<file path="config.mk">
export PLATFORM = sky130hd
export DESIGN_NAME = pot_spi_arbiter
export DESIGN_NICKNAME = d
export VERILOG_FILES = /design/src/rtl/pot_spi_arbiter.sv
export SDC_FILE = /design/constraint.sdc
export NUM_CORES = 1
export LEC_CHECK = 0
export CELL_PAD_IN_SITES_DETAIL_PLACEMENT = 1
export CELL_PAD_IN_SITES_GLOBAL_PLACEMENT = 2
export CORE_MARGIN = 2
export CORE_UTILIZATION = 29
export CTS_BUF_LIST = sky130_fd_sc_hd__clkbuf_8
export DETAILED_ROUTE_END_ITERATION = 12
export PLACE_DENSITY = 0.82
export SYNTH_ARGS = -nofsm -noshare
export SYNTH_HDL_FRONTEND = slang
export SYNTH_SLANG_ARGS = --single-unit
export TNS_END_PERCENT = 5
</file>
<file path="constraint.sdc">
create_clock -name clk_100 -period 3.7 [get_ports clk_100]
set_clock_uncertainty 0.1 [all_clocks]
set_input_delay 0.37 -clock clk_100 [delete_from_list [all_inputs] [get_ports clk_100]]
set_output_delay 0.37 -clock clk_100 [all_outputs]
set_load 0.005 [all_outputs]
</file>
<file path="src/rtl/pot_spi_arbiter.sv">
// Round-robin arbiter/sequencer sharing one potentiometer SPI master among N_REQ sync-line owners.
// Latency: grant visible one cycle after req_valid is sampled in IDLE; release one cycle after m_done.
// Backpressure: m_valid/m_data held steady until m_ready; requesters hold req_valid until req_ready.
module pot_spi_arbiter #(
    parameter int N_REQ   = 4,
    parameter int DW      = 16,
    parameter int GAP_CYC = 8,
    parameter int TIMEOUT = 4096
) (
    input  logic                clk_100,
    input  logic                n_rst,
    input  logic [N_REQ-1:0]    req_valid,
    input  logic [N_REQ*DW-1:0] req_data,
    output logic [N_REQ-1:0]    req_ready,
    output logic [N_REQ-1:0]    req_done,
    output logic [N_REQ-1:0]    req_err,
    output logic                m_valid,
    output logic [DW-1:0]       m_data,
    input  logic                m_ready,
    input  logic                m_done,
    output logic [N_REQ-1:0]    sync_n,
    output logic                busy
);

    localparam int IW = (N_REQ > 1) ? $clog2(N_REQ) : 1;
    localparam int TW = $clog2(TIMEOUT) + 1;
    localparam int GW = (GAP_CYC > 0) ? $clog2(GAP_CYC + 1) : 1;

    localparam logic [IW-1:0] LAST_INIT = IW'(N_REQ - 1);
    localparam logic [TW-1:0] TO_LAST   = TW'(TIMEOUT - 1);
    localparam logic [GW-1:0] GAP_LAST  = GW'((GAP_CYC > 0) ? GAP_CYC - 1 : 0);

    typedef enum logic [1:0] {
        IDLE  = 2'd0,
        ISSUE = 2'd1,
        WAIT  = 2'd2,
        GAP   = 2'd3
    } state_t;

    state_t           state;
    logic [IW-1:0]    last_grant;
    logic [TW-1:0]    to_cnt;
    logic [GW-1:0]    gap_cnt;

    logic             gnt_any;
    logic [IW-1:0]    gnt_idx;
    logic [IW-1:0]    cand_idx;
    logic [N_REQ-1:0] gnt_oh;
    logic [N_REQ-1:0] cur_oh;
    logic [DW-1:0]    gnt_dat;

    // Round-robin pick: scan last_grant+1 .. last_grant+N_REQ, lowest distance wins
    // (loop runs backwards so the nearest candidate is the final assignment).
    always_comb begin
        gnt_any  = 1'b0;
        gnt_idx  = '0;
        cand_idx = '0;
        for (int k = N_REQ; k >= 1; k--) begin
            cand_idx = IW'((int'(last_grant) + k) % N_REQ);
            if (req_valid[cand_idx]) begin
                gnt_any = 1'b1;
                gnt_idx = cand_idx;
            end
        end
    end

    // One-hot of the candidate, one-hot of the current owner, and the candidate's word.
    always_comb begin
        gnt_oh              = '0;
        gnt_oh[gnt_idx]     = 1'b1;
        cur_oh              = '0;
        cur_oh[last_grant]  = 1'b1;
        gnt_dat             = req_data[gnt_idx*DW +: DW];
    end

    // Sequencer: grant, offer word, hold chip select through the frame, then enforce the gap.
    always_ff @(posedge clk_100 or negedge n_rst) begin
        if (!n_rst) begin
            state      <= IDLE;
            last_grant <= LAST_INIT;
            to_cnt     <= '0;
            gap_cnt    <= '0;
            req_ready  <= '0;
            req_done   <= '0;
            req_err    <= '0;
            m_valid    <= 1'b0;
            m_data     <= '0;
            sync_n     <= '1;
            busy       <= 1'b0;
        end else begin
            // Status strobes are single-cycle unless re-armed below.
            req_ready <= '0;
            req_done  <= '0;
            req_err   <= '0;
            case (state)
                IDLE: begin
                    if (gnt_any) begin
                        last_grant <= gnt_idx;
                        m_data     <= gnt_dat;
                        m_valid    <= 1'b1;
                        sync_n     <= ~gnt_oh;
                        req_ready  <= gnt_oh;
                        busy       <= 1'b1;
                        state      <= ISSUE;
                    end
                end
                ISSUE: begin
                    // m_valid is always high here, so m_ready alone completes the handshake.
                    if (m_ready) begin
                        m_valid <= 1'b0;
                        to_cnt  <= '0;
                        state   <= WAIT;
                    end
                end
                WAIT: begin
                    // A completion in the same cycle as the deadline counts as success.
                    if (m_done || (to_cnt == TO_LAST)) begin
                        if (m_done) begin
                            req_done <= cur_oh;
                        end else begin
                            req_err <= cur_oh;
                        end
                        sync_n  <= '1;
                        gap_cnt <= '0;
                        if (GAP_CYC == 0) begin
                            busy  <= 1'b0;
                            state <= IDLE;
                        end else begin
                            state <= GAP;
                        end
                    end else begin
                        to_cnt <= to_cnt + 1'b1;
                    end
                end
                GAP: begin
                    // Stray m_done from an aborted frame lands here or in IDLE and is ignored.
                    if (gap_cnt == GAP_LAST) begin
                        busy  <= 1'b0;
                        state <= IDLE;
                    end else begin
                        gap_cnt <= gap_cnt + 1'b1;
                    end
                end
                default: begin
                    state <= IDLE;
                end
            endcase
        end
    end

endmodule

</file>
Yosys cells after proc, flatten, opt, wreduce, memory -nomap -nowiden
Index checks and enable logic that the tools add are counted.

Register bits after elaboration: 55. Bits of input ports: 72. Output and inout port bits: 34. Word-level logic and storage cells: 101.

Add/sub/neg operators: 6. Order comparisons: 8. Equal/unequal tests: 11. Shifts and indexed selects: 1. Mux-type cells: 47. Bitwise gates (word level): 1. Reduce and logical (&&, ||, !) cells: 16.

Operators with widths (number): $shiftx 64x7->16 (1); $mux 4 (12); $mux 13 (2); $pmux 13 s2 (1); $lt 2x3->1 const B (6); $mux 2 (8); $pmux 4 s2 (2); $reduce_and 3->1 (5); $add 13x1->13 const B (1); $eq 13x12->1 const B (1); $mux 1 (13); $ne 2x2->1 const B (6); $reduce_bool 2->1 (5); $bmux 1 s2 (4); $pmux 2 s4 (1); $add 2x1->2 const B (2); $add 2x2->2 const B (2); $add 4x1->4 const B (1); $demux 1 s2 (2); $eq 2x2->1 const B (2); $eq 4x3->1 const B (1); $ge 2x1->1 const B (2); $not 4->4 (1); $pmux 1 s2 (2); 6 further kinds (7).

Depth between registers and ports, before layout
Gate-level depths: netlist (run 1).

Depth in word-level cells: 14. Depth in mapped cells: 10. Mapped depth without buffers: 7.

Least setup slack after synthesis (run 1)
OpenSTA, ideal clock, no wires.

Path kind: flip-flop to flip-flop. Start: register last_grant[0]. End: register m_data[11]. Setup time: 0.135 ns. Data arrival time: 2.348 ns. Data required time: 3.465 ns. Slack: 1.118 ns. Stages on the path, launching flop included: 11. Path buffers: 3. Period minus slack after synthesis: 2.582 ns. Cells stage by stage: dfstp_2 -> buf_6 -> inv_1 -> ha_1 -> nor2b_1 -> or3_1 -> a21o_1 -> buf_2 -> buf_6 -> a221oi_2 -> o31ai_1.

Cells in the longest elaborated chain, start to end: 8. Elaborated cells between the ends (all ways): 22. Classes of those cells: add/sub (4); shift (1); mux (16); reduce/logical (1).

RTL lines: from (decl) (RTL line 41) `logic [IW-1:0] last_grant;`; from (signal assigned) (RTL line 98) `last_grant <= gnt_idx;`; $add 2x1->2 (RTL line 59) `cand_idx = IW'((int'(last_grant) + k) % N_REQ);`; $bmux 1 s2 (RTL line 60) `if (req_valid[cand_idx]) begin`; $mux 1 (not written as such) (RTL line 60); $mux 2 / $mux 1 (equally long branches) (4 in series) (RTL line 60); $shiftx 64x7->16 / $reduce_and 2->1 (equally long branches); to (signal assigned) (RTL line 99) `m_data <= gnt_dat;`; to (decl) (RTL line 18) `output logic [DW-1:0] m_data,`.

Parallel ways exist; a longest one is shown, timed or not. The select of a mux whose other input is x is not followed. A chain may end at the register's enable or synchronous reset.

Worst setup path in the final report (run 1)
Start: register last_grant[0]. End: register m_data[0].

The elaborated chain is that of the path after synthesis.

==> report_table.html, run 1 <==
<table>
<tr><th>Metric</th><th>Value</th></tr>
<tr><th colspan="2">STA</th></tr>
<tr><td>Setup repair after global routing missed its margin</td><td>no</td></tr>
<tr><td>Smallest setup slack after layout</td><td>approximately 0.37 ns</td></tr>
<tr><td>Max-slew violation count</td><td>0</td></tr>
<tr><td>Achievable clock frequency</td><td>between 300 and 400 MHz</td></tr>
<tr><td>Worst hold slack across all endpoints</td><td>~0.065 ns</td></tr>
<tr><td>Post-route minimum period</td><td>roughly 3.3 ns</td></tr>
<tr><td>Final Hold Vio Count</td><td>0</td></tr>
<tr><td>Final period util</td><td>90.0%</td></tr>
<tr><td>Actual slew at the worst max-slew pin</td><td>~0.9 ns</td></tr>
<tr><td>Final total negative setup slack</td><td>0 ns</td></tr>
<tr><td># setup viols final</td><td>0</td></tr>
<tr><td>Slew Limit Headroom</td><td>39.9%</td></tr>
<tr><th colspan="2">Placement</th></tr>
<tr><td>Worst setup slack after placement</td><td>0.344 ns</td></tr>
<tr><td>Inst Count DP</td><td>a little under 600</td></tr>
<tr><td>Dpl hpwl</td><td>between 7000 and 8000 µm</td></tr>
<tr><td>Routability Congestion</td><td>0.802</td></tr>
<tr><td>Quantity of I/O buffers inserted on ports</td><td>about 110</td></tr>
<tr><th colspan="2">GRT</th></tr>
<tr><td>Global routing met3 resource utilization</td><td>roughly 4.9%</td></tr>
<tr><td>Global routing's busiest layer</td><td>met2</td></tr>
<tr><td>Number of antenna violations at the first check in global routing</td><td>0</td></tr>
<tr><td>Vias in the first global route</td><td>between 3,000 and 4,000</td></tr>
<tr><td>Maximum number of pins on one net before global-route repair</td><td>roughly 40</td></tr>
<tr><td>Met1 track demand over resource</td><td>roughly 22%</td></tr>
<tr><td>Total global routing track utilization</td><td>between 10% and 20%</td></tr>
<tr><td>Wire length of the first global-routing pass</td><td>around 17,000 µm</td></tr>
<tr><td>Total congestion overflow</td><td>0</td></tr>
<tr><td>GR met2 Demand/Resource</td><td>between 20% and 30%</td></tr>
<tr><th colspan="2">Synth</th></tr>
<tr><td>Distinct cells, synth</td><td>between 50 and 60</td></tr>
<tr><td>Mapped Area</td><td>around 3500 µm²</td></tr>
<tr><td>Share of flip-flops with an asynchronous set or reset after synthesis</td><td>100%</td></tr>
<tr><td>Syn nets</td><td>approximately 440</td></tr>
<tr><td>Dominant cells by area after synthesis</td><td>sky130_fd_sc_hd__dfrtp_1 35%, sky130_fd_sc_hd__and3_1 7.2%, sky130_fd_sc_hd__dfstp_2 4.6%, sky130_fd_sc_hd__nand2_1 4.2%, sky130_fd_sc_hd__a221oi_2 3.9%</td></tr>
<tr><td>Number of cells produced by synthesis</td><td>360</td></tr>
<tr><td>Proportion of netlist area held by the largest area contributor</td><td>35.5%</td></tr>
<tr><td>Sequential-to-total area share from yosys stat</td><td>40.0%</td></tr>
<tr><td>FF+latch count, synth</td><td>55</td></tr>
<tr><td>Post-synth top flop</td><td>sky130_fd_sc_hd__dfrtp_1</td></tr>
<tr><td>Post-Synthesis Mean Instance Area</td><td>a little under 10 µm²</td></tr>
<tr><td>Number of enable flip-flop cells after synthesis</td><td>0</td></tr>
<tr><td>Yosys warnings</td><td>0</td></tr>
<tr><td>Most numerous cell in the Yosys netlist</td><td>sky130_fd_sc_hd__dfrtp_1</td></tr>
<tr><td>Largest area contributor in the netlist</td><td>sky130_fd_sc_hd__dfrtp_1</td></tr>
<tr><td>Top post-synthesis cells by count</td><td>49 x sky130_fd_sc_hd__dfrtp_1, 40 x sky130_fd_sc_hd__and3_1, 39 x sky130_fd_sc_hd__nand2_1, 18 x sky130_fd_sc_hd__o21ai_0, 16 x sky130_fd_sc_hd__o31ai_1</td></tr>
<tr><th colspan="2">Critical path</th></tr>
<tr><td>Worst path arrival time</td><td>about 3.4 ns</td></tr>
<tr><td>Type of the setup path with the least slack</td><td>flip-flop to flip-flop</td></tr>
<tr><td>Endpoint class of the critical path</td><td>flip-flop</td></tr>
<tr><td>Crit path launch type</td><td>flip-flop</td></tr>
<tr><td>Data required time at the worst endpoint</td><td>3.81 ns</td></tr>
<tr><td>Minimum setup slack among reg-to-reg paths</td><td>about 0.37 ns</td></tr>
<tr><td>Maximum fanout along the worst path</td><td>34</td></tr>
<tr><th colspan="2">Layout</th></tr>
<tr><td>Ratio of cells with drive above 1 in the final layout</td><td>9.29%</td></tr>
<tr><td>Number of diodes</td><td>0</td></tr>
<tr><td>Post-layout instance count excluding filler cells</td><td>slightly below 600</td></tr>
<tr><td>Final net count</td><td>around 530</td></tr>
<tr><td>Post-synthesis to final-layout area growth</td><td>34.9%</td></tr>
<tr><th colspan="2">Pwr</th></tr>
<tr><td>Reported leakage power</td><td>~1.9 nW</td></tr>
<tr><td>Power per standard cell area</td><td>approximately 700 nW/µm²</td></tr>
<tr><td>Overall power consumption</td><td>~0.0032 W</td></tr>
<tr><td>VDD IR max</td><td>325 µV</td></tr>
<tr><th colspan="2">Detailed routing</th></tr>
<tr><td>Iteration-0 DRC count of the detailed router</td><td>~140</td></tr>
<tr><td>First drt pass iteration count</td><td>8</td></tr>
<tr><td>Number of routed nets with antenna violations</td><td>0</td></tr>
<tr><td>Sum of routed wire length over all layers</td><td>roughly 10,000 µm</td></tr>
<tr><td>Average wire per cell in the routed design</td><td>between 15 and 20 µm</td></tr>
<tr><td>Vias per std cell</td><td>roughly 5.3</td></tr>
<tr><td>Total vias in the final route</td><td>around 3,200</td></tr>
<tr><td>Remaining DRCs</td><td>2</td></tr>
<tr><th colspan="2">Floorplan</th></tr>
<tr><td>Die H</td><td>around 110 µm</td></tr>
<tr><td>Top-Level Pins</td><td>roughly 110</td></tr>
<tr><td>Row count</td><td>39</td></tr>
<tr><td>Initial core utilization</td><td>a little under a third</td></tr>
<tr><td>Die X</td><td>113 µm</td></tr>
<tr><td>Total Die Area</td><td>12,800 µm²</td></tr>
<tr><td>Core outline area</td><td>~12,000 µm²</td></tr>
<tr><th colspan="2">CTS</th></tr>
<tr><td>Depth of the CTS H-tree</td><td>2</td></tr>
<tr><td>Count of buffers added by post-CTS timing repair for setup</td><td>0</td></tr>
<tr><td>Clock slew seen by the registers of the worst setup and hold paths</td><td>between 0.1 and 0.15 ns</td></tr>
<tr><td>CTS tree</td><td>yes</td></tr>
<tr><td>Cts-stage hold buffer count</td><td>0</td></tr>
<tr><td>Buffer depth of the longest clock path</td><td>2</td></tr>
<tr><td>Number of instances resized during post-cts repair</td><td>0</td></tr>
<tr><td>CTS sink cnt</td><td>55</td></tr>
<tr><td>CTS Buf Count</td><td>5</td></tr>
<tr><td>Root buf cell</td><td>sky130_fd_sc_hd__clkbuf_8</td></tr>
<tr><td>Clock latency at the later pin of the worst-skew pair</td><td>between 0.3 and 0.4 ns</td></tr>
<tr><th colspan="2">Outcome</th></tr>
<tr><td>Failing checks</td><td>design-rule violations</td></tr>
<tr><td>Result of the run</td><td>complete, but fails checks</td></tr>
<tr><th colspan="2">Flow run</th></tr>
<tr><td>Number of maximum-capacitance violations</td><td>0</td></tr>
<tr><th colspan="2">Worst hold path</th></tr>
<tr><td>Class of the tightest hold or removal check</td><td>primary input to asynchronous set/reset pin</td></tr>
</table>
[cells in the final DEF, fill, tap and decap left out, types with 3 or more instances in the layout]
cell / count
sky130_fd_sc_hd__a221oi_1: 8
sky130_fd_sc_hd__and3_1: 40
sky130_fd_sc_hd__nor2_1: 8
sky130_fd_sc_hd__a221oi_2: 9
sky130_fd_sc_hd__nor2b_1: 6
sky130_fd_sc_hd__ha_1: 10
sky130_fd_sc_hd__or2_2: 4
sky130_fd_sc_hd__o21ai_0: 18
sky130_fd_sc_hd__mux2i_1: 4
sky130_fd_sc_hd__a21o_1: 3
sky130_fd_sc_hd__a31oi_1: 7
sky130_fd_sc_hd__a22o_1: 7
sky130_fd_sc_hd__a2111oi_1: 10
sky130_fd_sc_hd__dfrtp_1: 49
sky130_fd_sc_hd__nand3_1: 7
sky130_fd_sc_hd__buf_4: 7
sky130_fd_sc_hd__clkdlybuf4s50_1: 104
sky130_fd_sc_hd__a21oi_1: 8
sky130_fd_sc_hd__inv_1: 10
sky130_fd_sc_hd__o31ai_1: 16
sky130_fd_sc_hd__clkbuf_8: 5
sky130_fd_sc_hd__nand2_1: 39
sky130_fd_sc_hd__nand2b_1: 6
sky130_fd_sc_hd__and2_1: 7
sky130_fd_sc_hd__o221ai_1: 3
sky130_fd_sc_hd__a2111oi_0: 6
sky130_fd_sc_hd__dfstp_2: 6
sky130_fd_sc_hd__o21a_1: 3
sky130_fd_sc_hd__nor3_1: 8
[worst max-delay path, cell delays in order (launching register included)]
cell and delay (ns):
sky130_fd_sc_hd__dfstp_2 0.66, sky130_fd_sc_hd__inv_1 0.10, sky130_fd_sc_hd__ha_1 0.39, sky130_fd_sc_hd__o2bb2ai_1 0.15, sky130_fd_sc_hd__a221o_2 0.46, sky130_fd_sc_hd__nand2_2 0.43
sky130_fd_sc_hd__buf_4 0.33, sky130_fd_sc_hd__a2111oi_1 0.48, sky130_fd_sc_hd__o31ai_1 0.10
[flip-flops by register name, indices dropped and copies added, names as in the netlist]
| name | count |
|---|---|
| busy | 1 |
| gap_cnt | 4 |
| last_grant | 2 |
| m_data | 16 |
| m_valid | 1 |
| req_done | 4 |
| req_err | 4 |
| req_ready | 4 |
| state | 2 |
| sync_n | 4 |
| to_cnt | 13 |
[metal layers]
layer  vias to the layer above  wire length [µm]
li1                       1549                 -
met1                      1520              4840
met2                       102              4680
met3                         9               748
met4                         0                94
met5                         -                 0
[power by group]
| group | switching (W) | leakage [nW] | total (W) | internal, W |
|---|---|---|---|---|
| sequential | 0.000162 | 0.697 | 0.000974 | 0.000811 |
| clock | 0.000213 | 0.0460 | 0.000347 | 0.000134 |
| combinational | 0.00100 | 1.18 | 0.00185 | 0.000850 |
[worst paths after layout]
| kind | endpoint | cells past startpoint | start |
|---|---|---|---|
| min | req_ready[2]$_DFF_PN0_ | 1 | n_rst |
| min in group clk_100 | m_data[6]$_DFFE_PN0P_ | 2 | m_data[6]$_DFFE_PN0P_ |
| max in group asynchronous | last_grant[0]$_DFFE_PN1P_ | 2 | n_rst |
| max | m_data[0]$_DFFE_PN0P_ | 8 | last_grant[0]$_DFFE_PN1P_ |
| min reg2reg | m_data[6]$_DFFE_PN0P_ | 2 | m_data[6]$_DFFE_PN0P_ |
| max reg2reg | m_data[0]$_DFFE_PN0P_ | 8 | last_grant[0]$_DFFE_PN1P_ |
[cells by family after synthesis]
logic type / Yosys count / share of synthesized area [%]
and+or+nand+nor: 137 / 21.6
adders and majority gates: 10 / 3.62
buffers and inverters: 37 / 5.54
AOI/OAI and AO/OA: 115 / 27.4
DFF: 55 / 40.0
muxes: 6 / 1.81
[cell type report]
type	count	area, µm²
repair buffers	112	1100
clock inverters	3	20.0
clock buffers	5	68.8
inverters	9	33.8
multi-input cells	268	1880
well taps	143	179
flip-flops and latches	55	1380
fillers	1326	6850
[per-stage QoR]
stage	cell area [µm²]	util [%]
after floorplan	3460	-
after global placement	4580	39.8
after detailed placement	4580	39.8
after CTS	4670	40.5
after global routing	4670	40.5
final	4670	40.5
Power figures use the tool's default switching activity.
==> run 2: changes to the inputs <==
--- a/config.mk
+++ b/config.mk
@@ -12,6 +12,7 @@
 export CTS_BUF_LIST = sky130_fd_sc_hd__clkbuf_8
 export DETAILED_ROUTE_END_ITERATION = 12
 export PLACE_DENSITY = 0.82
+export SKIP_LAST_GASP = 1
 export SYNTH_ARGS = -nofsm -noshare
 export SYNTH_HDL_FRONTEND = slang
 export SYNTH_SLANG_ARGS = --single-unit
==> results of run 2 <==
Same layout as run 1: the final DEF is identical, and so are final timing and power.
==> run 3: changes to the inputs <==
--- a/config.mk
+++ b/config.mk
@@ -8,10 +8,10 @@
 export CELL_PAD_IN_SITES_DETAIL_PLACEMENT = 1
 export CELL_PAD_IN_SITES_GLOBAL_PLACEMENT = 2
 export CORE_MARGIN = 2
-export CORE_UTILIZATION = 29
+export CORE_UTILIZATION = 31
 export CTS_BUF_LIST = sky130_fd_sc_hd__clkbuf_8
 export DETAILED_ROUTE_END_ITERATION = 12
-export PLACE_DENSITY = 0.82
+export PLACE_DENSITY = 0.86
 export SKIP_LAST_GASP = 1
 export SYNTH_ARGS = -nofsm -noshare
 export SYNTH_HDL_FRONTEND = slang
==> constraint.sdc (replaced) <==
create_clock -name clk_100 -period 4.05 [get_ports clk_100]
set_clock_uncertainty 0.1 [all_clocks]
set_input_delay 0.405 -clock clk_100 [delete_from_list [all_inputs] [get_ports clk_100]]
set_output_delay 0.405 -clock clk_100 [all_outputs]
set_load 0.005 [all_outputs]
==> run 3 against run 2 <==
  * Utilization grew 2.6 points
  * First-iteration DRC count down 12%
  * Cell area is 0.21% higher
  * Die area decreased by 6.2%
  * Largest cell class unchanged
  * Global-route usage increased by 1.4 points
  * Critical path depth down 1
  * Via count up 2.5%
  * Sequential power fell by 7.6%
  * Hold slack better by 0.052 ns
  * Register-to-register slack improved by 0.38 ns
  * Maximum frequency is 1.1% higher
  * Critical path type unchanged
  * Critical endpoint is now m_data[10]$_DFFE_PN0P_
  * The flow now finishes without violations
==> report_table.html, run 3 (synthesis gave the netlist of run 1 again) <==
<table>
<tr><th>Metric</th><th>Value</th></tr>
<tr><th colspan="2">Outcome</th></tr>
<tr><td>Result of the run</td><td>completed</td></tr>
<tr><th colspan="2">STA</th></tr>
<tr><td>Worst hold slack across all endpoints</td><td>~0.12 ns</td></tr>
<tr><td>Final total negative setup slack</td><td>0 ns</td></tr>
<tr><td>Final period util</td><td>between 80% and 90%</td></tr>
<tr><td>Actual slew at the worst max-slew pin</td><td>around 0.95 ns</td></tr>
<tr><td>Final Hold Vio Count</td><td>0</td></tr>
<tr><td>Achievable clock frequency</td><td>303 MHz</td></tr>
<tr><td>Slew Limit Headroom</td><td>between 30% and 40%</td></tr>
<tr><td>Setup repair after global routing missed its margin</td><td>no</td></tr>
<tr><td># setup viols final</td><td>0</td></tr>
<tr><td>Max-slew violation count</td><td>0</td></tr>
<tr><td>Post-route minimum period</td><td>about 3.3 ns</td></tr>
<tr><th colspan="2">Detailed routing</th></tr>
<tr><td>First drt pass iteration count</td><td>4</td></tr>
<tr><td>Average wire per cell in the routed design</td><td>about 18 µm</td></tr>
<tr><td>Iteration-0 DRC count of the detailed router</td><td>120</td></tr>
<tr><td>Total vias in the final route</td><td>3,258</td></tr>
<tr><td>Number of routed nets with antenna violations</td><td>0</td></tr>
<tr><td>Vias per std cell</td><td>5.52</td></tr>
<tr><td>Remaining DRCs</td><td>0</td></tr>
<tr><td>Sum of routed wire length over all layers</td><td>between 10,000 and 15,000 µm</td></tr>
<tr><th colspan="2">Critical path</th></tr>
<tr><td>Endpoint class of the critical path</td><td>flip-flop</td></tr>
<tr><td>List of cells traversed by the critical path</td><td>inv_1 &gt; ha_1 &gt; o2bb2ai_1 &gt; a221o_2 &gt; nand2_2 &gt; a2111oi_0 &gt; o31ai_1</td></tr>
<tr><td>Minimum setup slack among reg-to-reg paths</td><td>about 0.75 ns</td></tr>
<tr><td>Worst path arrival time</td><td>around 3.4 ns</td></tr>
<tr><td>Dominant delay contributor by cell family on the critical path</td><td>compound AO/OA/AOI/OAI gates</td></tr>
<tr><td>Data required time at the worst endpoint</td><td>about 4.1 ns</td></tr>
<tr><td>Type of the setup path with the least slack</td><td>flip-flop to flip-flop</td></tr>
<tr><td>Crit path launch type</td><td>flip-flop</td></tr>
<tr><td>Critical Path Max Stage Delay</td><td>about 0.65 ns</td></tr>
<tr><td>Number of buffers and inverters on the critical path</td><td>1</td></tr>
<tr><td>Slowest stage cell, crit path</td><td>sky130_fd_sc_hd__dfstp_2</td></tr>
<tr><td>Maximum fanout along the worst path</td><td>36</td></tr>
<tr><th colspan="2">CTS</th></tr>
<tr><td>CTS sink cnt</td><td>55</td></tr>
<tr><td>Clock slew seen by the registers of the worst setup and hold paths</td><td>0.10 ns</td></tr>
<tr><td>Count of buffers added by post-CTS timing repair for setup</td><td>0</td></tr>
<tr><td>CTS tree</td><td>yes</td></tr>
<tr><td>Clock latency at the later pin of the worst-skew pair</td><td>slightly above 0.3 ns</td></tr>
<tr><td>Buffer depth of the longest clock path</td><td>2</td></tr>
<tr><td>Cts-stage hold buffer count</td><td>0</td></tr>
<tr><td>Root buf cell</td><td>sky130_fd_sc_hd__clkbuf_8</td></tr>
<tr><td>CTS Buf Count</td><td>5</td></tr>
<tr><td>Number of instances resized during post-cts repair</td><td>0</td></tr>
<tr><td>Depth of the CTS H-tree</td><td>2</td></tr>
<tr><th colspan="2">Placement</th></tr>
<tr><td>Placed instance area</td><td>about 4600 µm²</td></tr>
<tr><td>Dpl hpwl</td><td>7640 µm</td></tr>
<tr><td>Routability Congestion</td><td>roughly 0.8</td></tr>
<tr><td>Quantity of I/O buffers inserted on ports</td><td>about 110</td></tr>
<tr><td>Inst Count DP</td><td>about 580</td></tr>
<tr><th colspan="2">GRT</th></tr>
<tr><td>Vias in the first global route</td><td>3,455</td></tr>
<tr><td>Maximum number of pins on one net before global-route repair</td><td>56</td></tr>
<tr><td>Total global routing track utilization</td><td>between 10% and 20%</td></tr>
<tr><td>Total congestion overflow</td><td>0</td></tr>
<tr><td>Wire length of the first global-routing pass</td><td>17,200 µm</td></tr>
<tr><td>Number of antenna violations at the first check in global routing</td><td>0</td></tr>
<tr><th colspan="2">Layout</th></tr>
<tr><td>Utilization after layout</td><td>43.1%</td></tr>
<tr><td>Most used cells in the layout excluding fill and tap cells</td><td>104 x sky130_fd_sc_hd__clkdlybuf4s50_1, 49 x sky130_fd_sc_hd__dfrtp_1, 40 x sky130_fd_sc_hd__and3_1</td></tr>
<tr><td>Register with the most flip-flops</td><td>m_data</td></tr>
<tr><td>Most common library cell in the layout ignoring fill and taps</td><td>sky130_fd_sc_hd__clkdlybuf4s50_1</td></tr>
<tr><td>Final net count</td><td>around 530</td></tr>
<tr><td>Post-layout instance count excluding filler cells</td><td>between 500 and 600</td></tr>
<tr><td>Ratio of cells with drive above 1 in the final layout</td><td>9.11%</td></tr>
<tr><td>Final design instance area without fill</td><td>approximately 4700 µm²</td></tr>
<tr><td>Number of flip-flops in the largest register</td><td>16</td></tr>
<tr><td>Number of diodes</td><td>0</td></tr>
<tr><td>Post-synthesis to final-layout area growth</td><td>35.2%</td></tr>
<tr><td>Largest registers</td><td>m_data (16), to_cnt (13)</td></tr>
<tr><th colspan="2">Floorplan</th></tr>
<tr><td>Die X</td><td>110 µm</td></tr>
<tr><td>Top-Level Pins</td><td>~110</td></tr>
<tr><td>Total Die Area</td><td>approximately 12,000 µm²</td></tr>
<tr><td>Die H</td><td>approximately 110 µm</td></tr>
<tr><td>Core outline area</td><td>around 11,000 µm²</td></tr>
<tr><td>Row count</td><td>38</td></tr>
<tr><td>Initial core utilization</td><td>31.9%</td></tr>
<tr><th colspan="2">Worst hold path</th></tr>
<tr><td>Class of the tightest hold or removal check</td><td>primary input to asynchronous set/reset pin</td></tr>
<tr><th colspan="2">Pwr</th></tr>
<tr><td>VDD IR max</td><td>about 280 µV</td></tr>
<tr><td>Reported leakage power</td><td>1.92 nW</td></tr>
<tr><td>Power per standard cell area</td><td>between 600 and 700 nW/µm²</td></tr>
<tr><th colspan="2">Flow run</th></tr>
<tr><td>Number of maximum-capacitance violations</td><td>0</td></tr>
</table>
[run 3: cell types whose count changed in the layout (fill, tap and decap cells not counted)]
| cell | delta |
|---|---|
| sky130_fd_sc_hd__inv_6 | -1 |
| sky130_fd_sc_hd__clkinvlp_4 | -1 |
| sky130_fd_sc_hd__bufinv_16 | +1 |
| sky130_fd_sc_hd__clkbuf_8 | +1 |
| sky130_fd_sc_hd__buf_4 | -2 |
| sky130_fd_sc_hd__clkinv_2 | +1 |
| sky130_fd_sc_hd__inv_1 | -1 |
[run 3: final cells by class]
class                   count  area (µm²)
well taps                 140         175
clock buffers               6        82.6
repair buffers            110        1080
inverters                   9        33.8
fillers                  1263        6160
multi-input cells         268        1880
flip-flops and latches     55        1380
clock inverters             2        35.0
[run 3: path summary, 6_finish.rpt]
check,from,to,cells after the start
max in group asynchronous,n_rst,to_cnt[4]$_DFFE_PN0P_,2
min reg2reg,m_data[11]$_DFFE_PN0P_,m_data[11]$_DFFE_PN0P_,2
min in group clk_100,m_data[11]$_DFFE_PN0P_,m_data[11]$_DFFE_PN0P_,2
max,last_grant[0]$_DFFE_PN1P_,m_data[10]$_DFFE_PN0P_,7
min,n_rst,gap_cnt[3]$_DFFE_PN0P_,2
max reg2reg,last_grant[0]$_DFFE_PN1P_,m_data[10]$_DFFE_PN0P_,7
[run 3: per-stage QoR]
stage	worst slack, ns	power, W
floorplan	1.47	0.00204
global placement	0.890	0.00256
detailed placement	0.786	0.00262
CTS	0.785	0.00302
global route	0.489	0.00324
finish	0.754	0.00299
[run 3: layer usage]
layer | up-vias | track usage [%] | wire (µm)
li1 | 1543 | - | -
met1 | 1613 | 22.8 | 4690
met2 | 98 | 31.2 | 5120
met3 | 4 | 5.63 | 752
met4 | 0 | 3.25 | 60
met5 | - | 0 | 0
[run 3: power by group]
| group | total (W) | switching [W] | internal [W] | leakage (nW) |
|---|---|---|---|---|
| Sequential | 0.000900 | 0.000159 | 0.000741 | 0.697 |
| Clock | 0.000388 | 0.000187 | 0.000201 | 0.0612 |
| Combinational | 0.00171 | 0.000938 | 0.000768 | 1.17 |
